File: src/rtl/ram_rw_arbiter.sv
// rtl/ram_rw_arbiter.sv - single-port RAM arbiter between IFU reads and LSU reads/writes
module ram_rw_arbiter #(
  parameter int AW         = 64,
  parameter int DW         = 64,
  parameter int STARVE_MAX = 4,
  parameter int TIMEOUT    = 16
) (
  input  logic              clock,
  input  logic              reset,
  input  logic              ifu_req_i,
  input  logic [AW-1:0]     ifu_addr_i,
  output logic              ifu_resp_valid_o,
  output logic [DW-1:0]     ifu_rdata_o,
  output logic              ifu_err_o,
  input  logic              lsu_req_i,
  input  logic              lsu_wen_i,
  input  logic [AW-1:0]     lsu_addr_i,
  input  logic [DW-1:0]     lsu_wdata_i,
  input  logic [DW/8-1:0]   lsu_wmask_i,
  input  logic [2:0]        lsu_size_i,
  output logic              lsu_resp_valid_o,
  output logic [DW-1:0]     lsu_rdata_o,
  output logic              lsu_err_o,
  output logic              ram_cen_o,
  output logic              ram_wen_o,
  output logic [AW-1:0]     ram_addr_o,
  output logic [DW-1:0]     ram_wdata_o,
  output logic [DW/8-1:0]   ram_wmask_o,
  output logic [2:0]        ram_size_o,
  input  logic              ram_ready_i,
  input  logic [DW-1:0]     ram_rdata_i
);

  localparam int MW = DW / 8;
  localparam int SW = (STARVE_MAX > 0) ? $clog2(STARVE_MAX + 1) : 1;
  localparam int TW = (TIMEOUT > 1) ? $clog2(TIMEOUT) : 1;

  typedef enum logic [1:0] {S_IDLE, S_ISSUE, S_WAIT} state_t;
  typedef enum logic {OWN_IF, OWN_LS} own_t;

  state_t          state_q;
  own_t            own_q;
  logic [SW-1:0]   starve_q, starve_d;
  logic [TW-1:0]   wait_q;

  // Fields captured at grant, replayed on the RAM port in ISSUE.
  logic            lat_wen_q;
  logic [AW-1:0]   lat_addr_q;
  logic [DW-1:0]   lat_wdata_q;
  logic [MW-1:0]   lat_wmask_q;
  logic [2:0]      lat_size_q;

  logic            ram_cen_q, ram_wen_q;
  logic [AW-1:0]   ram_addr_q;
  logic [DW-1:0]   ram_wdata_q;
  logic [MW-1:0]   ram_wmask_q;
  logic [2:0]      ram_size_q;

  logic            ifu_resp_valid_q, ifu_err_q;
  logic [DW-1:0]   ifu_rdata_q;
  logic            lsu_resp_valid_q, lsu_err_q;
  logic [DW-1:0]   lsu_rdata_q;

  logic            grant_if, grant_ls;

  // Grant decision (LSU preferred unless the IFU has been starved) and starvation counter update.
  always_comb begin
    grant_if = 1'b0;
    grant_ls = 1'b0;
    starve_d = starve_q;
    if (state_q == S_IDLE) begin
      grant_if = ifu_req_i && (!lsu_req_i || (starve_q == SW'(STARVE_MAX)));
      grant_ls = lsu_req_i && !grant_if;
    end
    if (!ifu_req_i || grant_if) begin
      starve_d = '0;
    end else if (grant_ls && (starve_q != SW'(STARVE_MAX))) begin
      starve_d = starve_q + SW'(1);
    end
  end

  // Transaction FSM with registered RAM-side and requester-side outputs.
  always_ff @(posedge clock) begin
    if (reset) begin
      state_q          <= S_IDLE;
      own_q            <= OWN_IF;
      starve_q         <= '0;
      wait_q           <= '0;
      lat_wen_q        <= 1'b0;
      lat_addr_q       <= '0;
      lat_wdata_q      <= '0;
      lat_wmask_q      <= '0;
      lat_size_q       <= '0;
      ram_cen_q        <= 1'b0;
      ram_wen_q        <= 1'b0;
      ram_addr_q       <= '0;
      ram_wdata_q      <= '0;
      ram_wmask_q      <= '0;
      ram_size_q       <= '0;
      ifu_resp_valid_q <= 1'b0;
      ifu_err_q        <= 1'b0;
      ifu_rdata_q      <= '0;
      lsu_resp_valid_q <= 1'b0;
      lsu_err_q        <= 1'b0;
      lsu_rdata_q      <= '0;
    end else begin
      ram_cen_q        <= 1'b0;
      ram_wen_q        <= 1'b0;
      ifu_resp_valid_q <= 1'b0;
      ifu_err_q        <= 1'b0;
      lsu_resp_valid_q <= 1'b0;
      lsu_err_q        <= 1'b0;
      starve_q         <= starve_d;
      case (state_q)
        S_IDLE: begin
          if (grant_if) begin
            own_q       <= OWN_IF;
            lat_wen_q   <= 1'b0;
            lat_addr_q  <= ifu_addr_i;
            lat_wdata_q <= '0;
            lat_wmask_q <= '0;
            lat_size_q  <= 3'd3;
            state_q     <= S_ISSUE;
          end else if (grant_ls) begin
            own_q       <= OWN_LS;
            lat_wen_q   <= lsu_wen_i;
            lat_addr_q  <= lsu_addr_i;
            lat_wdata_q <= lsu_wdata_i;
            lat_wmask_q <= lsu_wmask_i;
            lat_size_q  <= lsu_size_i;
            state_q     <= S_ISSUE;
          end
        end
        S_ISSUE: begin
          ram_cen_q   <= 1'b1;
          ram_wen_q   <= lat_wen_q;
          ram_addr_q  <= lat_addr_q;
          ram_wdata_q <= lat_wdata_q;
          ram_wmask_q <= lat_wmask_q;
          ram_size_q  <= lat_size_q;
          wait_q      <= '0;
          state_q     <= S_WAIT;
        end
        S_WAIT: begin
          // Ready wins over a coinciding timeout.
          if (ram_ready_i) begin
            if (own_q == OWN_IF) begin
              ifu_resp_valid_q <= 1'b1;
              ifu_rdata_q      <= ram_rdata_i;
            end else begin
              lsu_resp_valid_q <= 1'b1;
              if (!lat_wen_q) begin
                lsu_rdata_q <= ram_rdata_i;
              end
            end
            wait_q  <= '0;
            state_q <= S_IDLE;
          end else if (wait_q == TW'(TIMEOUT - 1)) begin
            if (own_q == OWN_IF) begin
              ifu_resp_valid_q <= 1'b1;
              ifu_err_q        <= 1'b1;
            end else begin
              lsu_resp_valid_q <= 1'b1;
              lsu_err_q        <= 1'b1;
            end
            wait_q  <= '0;
            state_q <= S_IDLE;
          end else begin
            wait_q <= wait_q + TW'(1);
          end
        end
        default: state_q <= S_IDLE;
      endcase
    end
  end

  assign ifu_resp_valid_o = ifu_resp_valid_q;
  assign ifu_rdata_o      = ifu_rdata_q;
  assign ifu_err_o        = ifu_err_q;
  assign lsu_resp_valid_o = lsu_resp_valid_q;
  assign lsu_rdata_o      = lsu_rdata_q;
  assign lsu_err_o        = lsu_err_q;
  assign ram_cen_o        = ram_cen_q;
  assign ram_wen_o        = ram_wen_q;
  assign ram_addr_o       = ram_addr_q;
  assign ram_wdata_o      = ram_wdata_q;
  assign ram_wmask_o      = ram_wmask_q;
  assign ram_size_o       = ram_size_q;

endmodule
File: config.mk
export PLATFORM = sky130hd
export DESIGN_NAME = ram_rw_arbiter
export DESIGN_NICKNAME = d
export VERILOG_FILES = /design/src/rtl/ram_rw_arbiter.sv
export SDC_FILE = /design/constraint.sdc
export NUM_CORES = 1
export LEC_CHECK = 0
export CORE_AREA = 2 2 212 214
export DETAILED_ROUTE_END_ITERATION = 10
export DIE_AREA = 0 0 214 216
export GPL_ROUTABILITY_DRIVEN = 0
export PLACE_DENSITY = 0.68
export SLEW_MARGIN = 15
export SYNTH_ARGS = -nofsm -noshare
export SYNTH_HDL_FRONTEND = slang
export SYNTH_SLANG_ARGS = --single-unit
File: constraint.sdc
create_clock -name clock -period 1.55 [get_ports clock]
set_clock_uncertainty 0.1 [all_clocks]
set_input_delay 0.465 -clock clock [delete_from_list [all_inputs] [get_ports clock]]
set_output_delay 0.465 -clock clock [all_outputs]
set_load 0.1 [all_outputs]
==> impl_results.md <==
- Max_slew headroom: 0.691
- Worst Hold Class: primary input to register
- Worst r2r dst: lsu_rdata_o[50]
- DP HPWL: approximately 39 mm
- Post-CTS Hold Buffers: 0
- Peak Freq: around 0.55 GHz
- Initial antenna violation count: 11
- Hold EP: lat_wen_q
- WL/cell: about 24 um
- Vias per cell: between 5 and 6
- I/O Buffers: roughly 550
- Synth top area cells: dfxtp_1 (54%), mux2i_1 (8.8%), nor2_1 (6.7%), nand2_1 (6.2%), a211oi_2 (4.8%)
- GRT Residual Overflow: 0
- First-pass GRT wire length: around 96 mm
- Combinational power share: 0.497
- Pre-CTS setup slack: -0.647 ns
- Clock Pin Slew Worst Setup and Hold Paths: 0.06 ns
- Critical path class: register to register
- WHS Path Cells: 3
- Final Max Slew Viols: 0
- Worst Tran Pin Value: about 0.46 ns
- Sw Share: 0.388
- Critical path launch point: state_q[0]
- Post-synthesis async set-or-reset flop share: 0
- Cell area after synthesis: approximately 16000 um2
- DR pass1 iterations: 8
- Pwr/cell area: 1570 nW/um2
- Tcrit/Tclk final: 1.17
- Seq. cell area: 8920 um2
- Number of global-route vias before repair: 16200
- Area Growth Syn to Fin: 98.2%
- CTS tree: built
- Register area share after synthesis: 0.537
- Final core occ: 0.713
- Fillers: approximately 2700
- R2r startpoint: state_q[0]
- Placement Rows: 77
- Footprint of the multi-input gates: between 7000 and 8000 um2
- Internal cell power: roughly 30 mW
- CP max stage delay: ~0.33 ns
- Syn_nets: 1995
- CTS buffer count: 45
- Dpl cell area: roughly 25000 um2
- Leading area contributor after synthesis: dfxtp_1
- Initial DRC count: about 1400
- Dominant synthesized flop cell: dfxtp_1
- Design area: roughly 31000 um2
- Count of final hold-check violations: 0
- Cell repeated most along the worst path: buf_6
- R2R setup slack: -0.26 ns
- H-tree levels: 2
- Register bit total from synthesis: between 400 and 500
- Sinks on Clock Net: roughly 420
- CTS Root Buffer Type: clkbuf_16
- Clk_lat worst skew: around 0.56 ns
- Maximum root-to-sink buffer count: 3
- Post-route setup slack: -0.263 ns
- Crit path DAT: 2.18 ns
- Final min period: about 1.8 ns
- DRT antenna net count: 0
- CP endpoint kind: register
- Yosys warning count: 0
- Final #Nets: 2708
- DRT Wirelength: 74.1 mm
- RSZ-0062 raised after global routing: true
- WHS: 0.137 ns
- GRT Overall Usage: 0.266
- Yosys top cell area share: 0.537
- Max Cap Viol: 0
- Critical Path, Cell by Cell: inv_2, buf_6, ha_4, buf_6, nand4b_1, buf_6, clkbuf_16, nand2_1, a21oi_1
- Core Area: roughly 44000 um2
- Share of cells above drive strength 1: 0.499
- Required time worst endpoint: ~1.9 ns
- Run status: complete, but fails checks
- P_leak: about 12 nW
- Overall Power: between 40 and 50 mW
- Pin count of the biggest net entering global routing: 68
- DRC viols: 0
- Die width: about 210 um
- Failing checks: setup timing
- Worst VDD drop: about 1100 uV
- Cell variety after synth: 45
- Clk network pwr share: 0.216
- Final Setup Violations: between 600 and 700
- Crit path max fanout: 8
- Min-delay src: reset
- Critical path's slowest cell: dfxtp_2
- Flop pwr share: 0.288
- Post-synthesis cell count: approximately 1700
- Initial Util: 0.360
- Net switching power: roughly 19 mW
- Avg Cell Area, Syn: between 9 and 10 um2
- Startpoint types: register
- # IOs: around 550
- Die ar.: roughly 46000 um2
- Reg2reg path depth: 9
- Post-synth EDFFs: 0
- Total number of vias: around 17000
- Die H: around 220 um
- Top-count cell post-synth: dfxtp_1
- Most instantiated cells after synthesis: dfxtp_1 (423), nor2_1 (280), nand2_1 (262), mux2i_1 (139), a21oi_1 (136)
[stage by stage]
step / std cells / setup TNS (ns)
3_5_place_dp: 2786 / -145.83
3_3_place_gp: 2786 / -139.85
2_1_floorplan: 1716 / -1.23
4_1_cts: 2960 / -66.26
5_1_grt: 3060 / -91.42
6_report: 3061 / -65.24
[layout make-up]
type / count / share of cell area
clock inverter: 16 / 0.00516
inverter: 9 / 0.00108
clock buffer: 60 / 0.0397
multi-input combinational: 1134 / 0.255
tap: 592 / 0.0237
sequential: 423 / 0.285
timing repair buffer: 816 / 0.389
antenna: 11 / 0.000880
[timing repair]
action | in CTS | in global routing
setup endpoints to repair | 623 | 687
resized for setup | 427 | 388
endpoints found under the hold margin | 0 | 0
setup buffers | 60 | 81
gates cloned | 38 | 29
pin swaps | 66 | 208
[critical path: cells and delay by family, from the launching register on]
family | cells | cell delay (ns)
AO/OA/AOI/OAI | 1 | 0.18
adder cells (fa/ha/maj) | 1 | 0.18
buffers and inverters | 5 | 0.69
flip-flops | 1 | 0.33
AND/OR/NAND/NOR | 2 | 0.22
[worst max path at each step]
stage,endpoint,depth (start not counted)
3_3_place_gp,lat_addr_q[49],5
3_5_place_dp,lat_addr_q[7],6
4_1_cts,lsu_rdata_o[1],1
6_report,lsu_rdata_o[50],9
2_1_floorplan,lsu_rdata_o[10],7
5_1_grt,lsu_rdata_o[50],9
[state kept, by name, summed over array words and instances (netlist names)]
name / flops
lat_wdata_q: 64
ram_wdata_o: 64
lsu_resp_valid_o: 1
lat_size_q: 3
ram_size_o: 3
lsu_rdata_o: 64
ifu_rdata_o: 64
lat_wen_q: 1
ifu_err_o: 1
ram_wmask_o: 8
ram_addr_o: 64
wait_q: 4
ifu_resp_valid_o: 1
own_q: 1
lsu_err_o: 1
ram_cen_o: 1
lat_addr_q: 64
lat_wmask_q: 8
state_q: 2
ram_wen_o: 1
starve_q: 3
[kinds of logic after synthesis]
family | Yosys count | share of synthesized area
DFF | 423 | 0.537
and+or+nand+nor | 633 | 0.161
buffers and inverters | 160 | 0.0473
muxes | 140 | 0.0889
AOI/OAI and AO/OA | 354 | 0.162
adders and majority gates | 6 | 0.00476
[layer usage]
metal  global-route usage  vias up  part of all wire
li1                     -     7362                 -
met1                0.302     8214              0.36
met2                0.468      941              0.50
met3               0.0678      276             0.079
met4                0.125        0             0.059
met5                    0        -                 0
[cell usage in the layout, fill, tap and decap left out, drive strengths merged, types with 3 or more instances in the layout]
cell / instances
clkdlybuf4s50: 269
a211oi: 64
nand3: 6
o21ai: 69
and2: 3
clkinv: 12
bufinv: 3
bufbuf: 3
a21oi: 136
clkbuf: 84
mux2i: 139
a32oi: 74
inv: 9
nand2: 263
nor3: 64
diode: 11
dfxtp: 423
nor2: 280
ha: 6
buf: 518
[power groups by stage]
stage	Sequential, mW	Clock [mW]	Combinational (mW)
floorplan	17.9	0	6.53
global placement	14.0	0	17.0
detailed placement	14.0	0	17.3
global route	14.3	11.2	25.1
CTS	14.0	10.6	21.0
finish	14.1	10.6	24.4
Note: power is estimated with default switching activity, not from simulation.
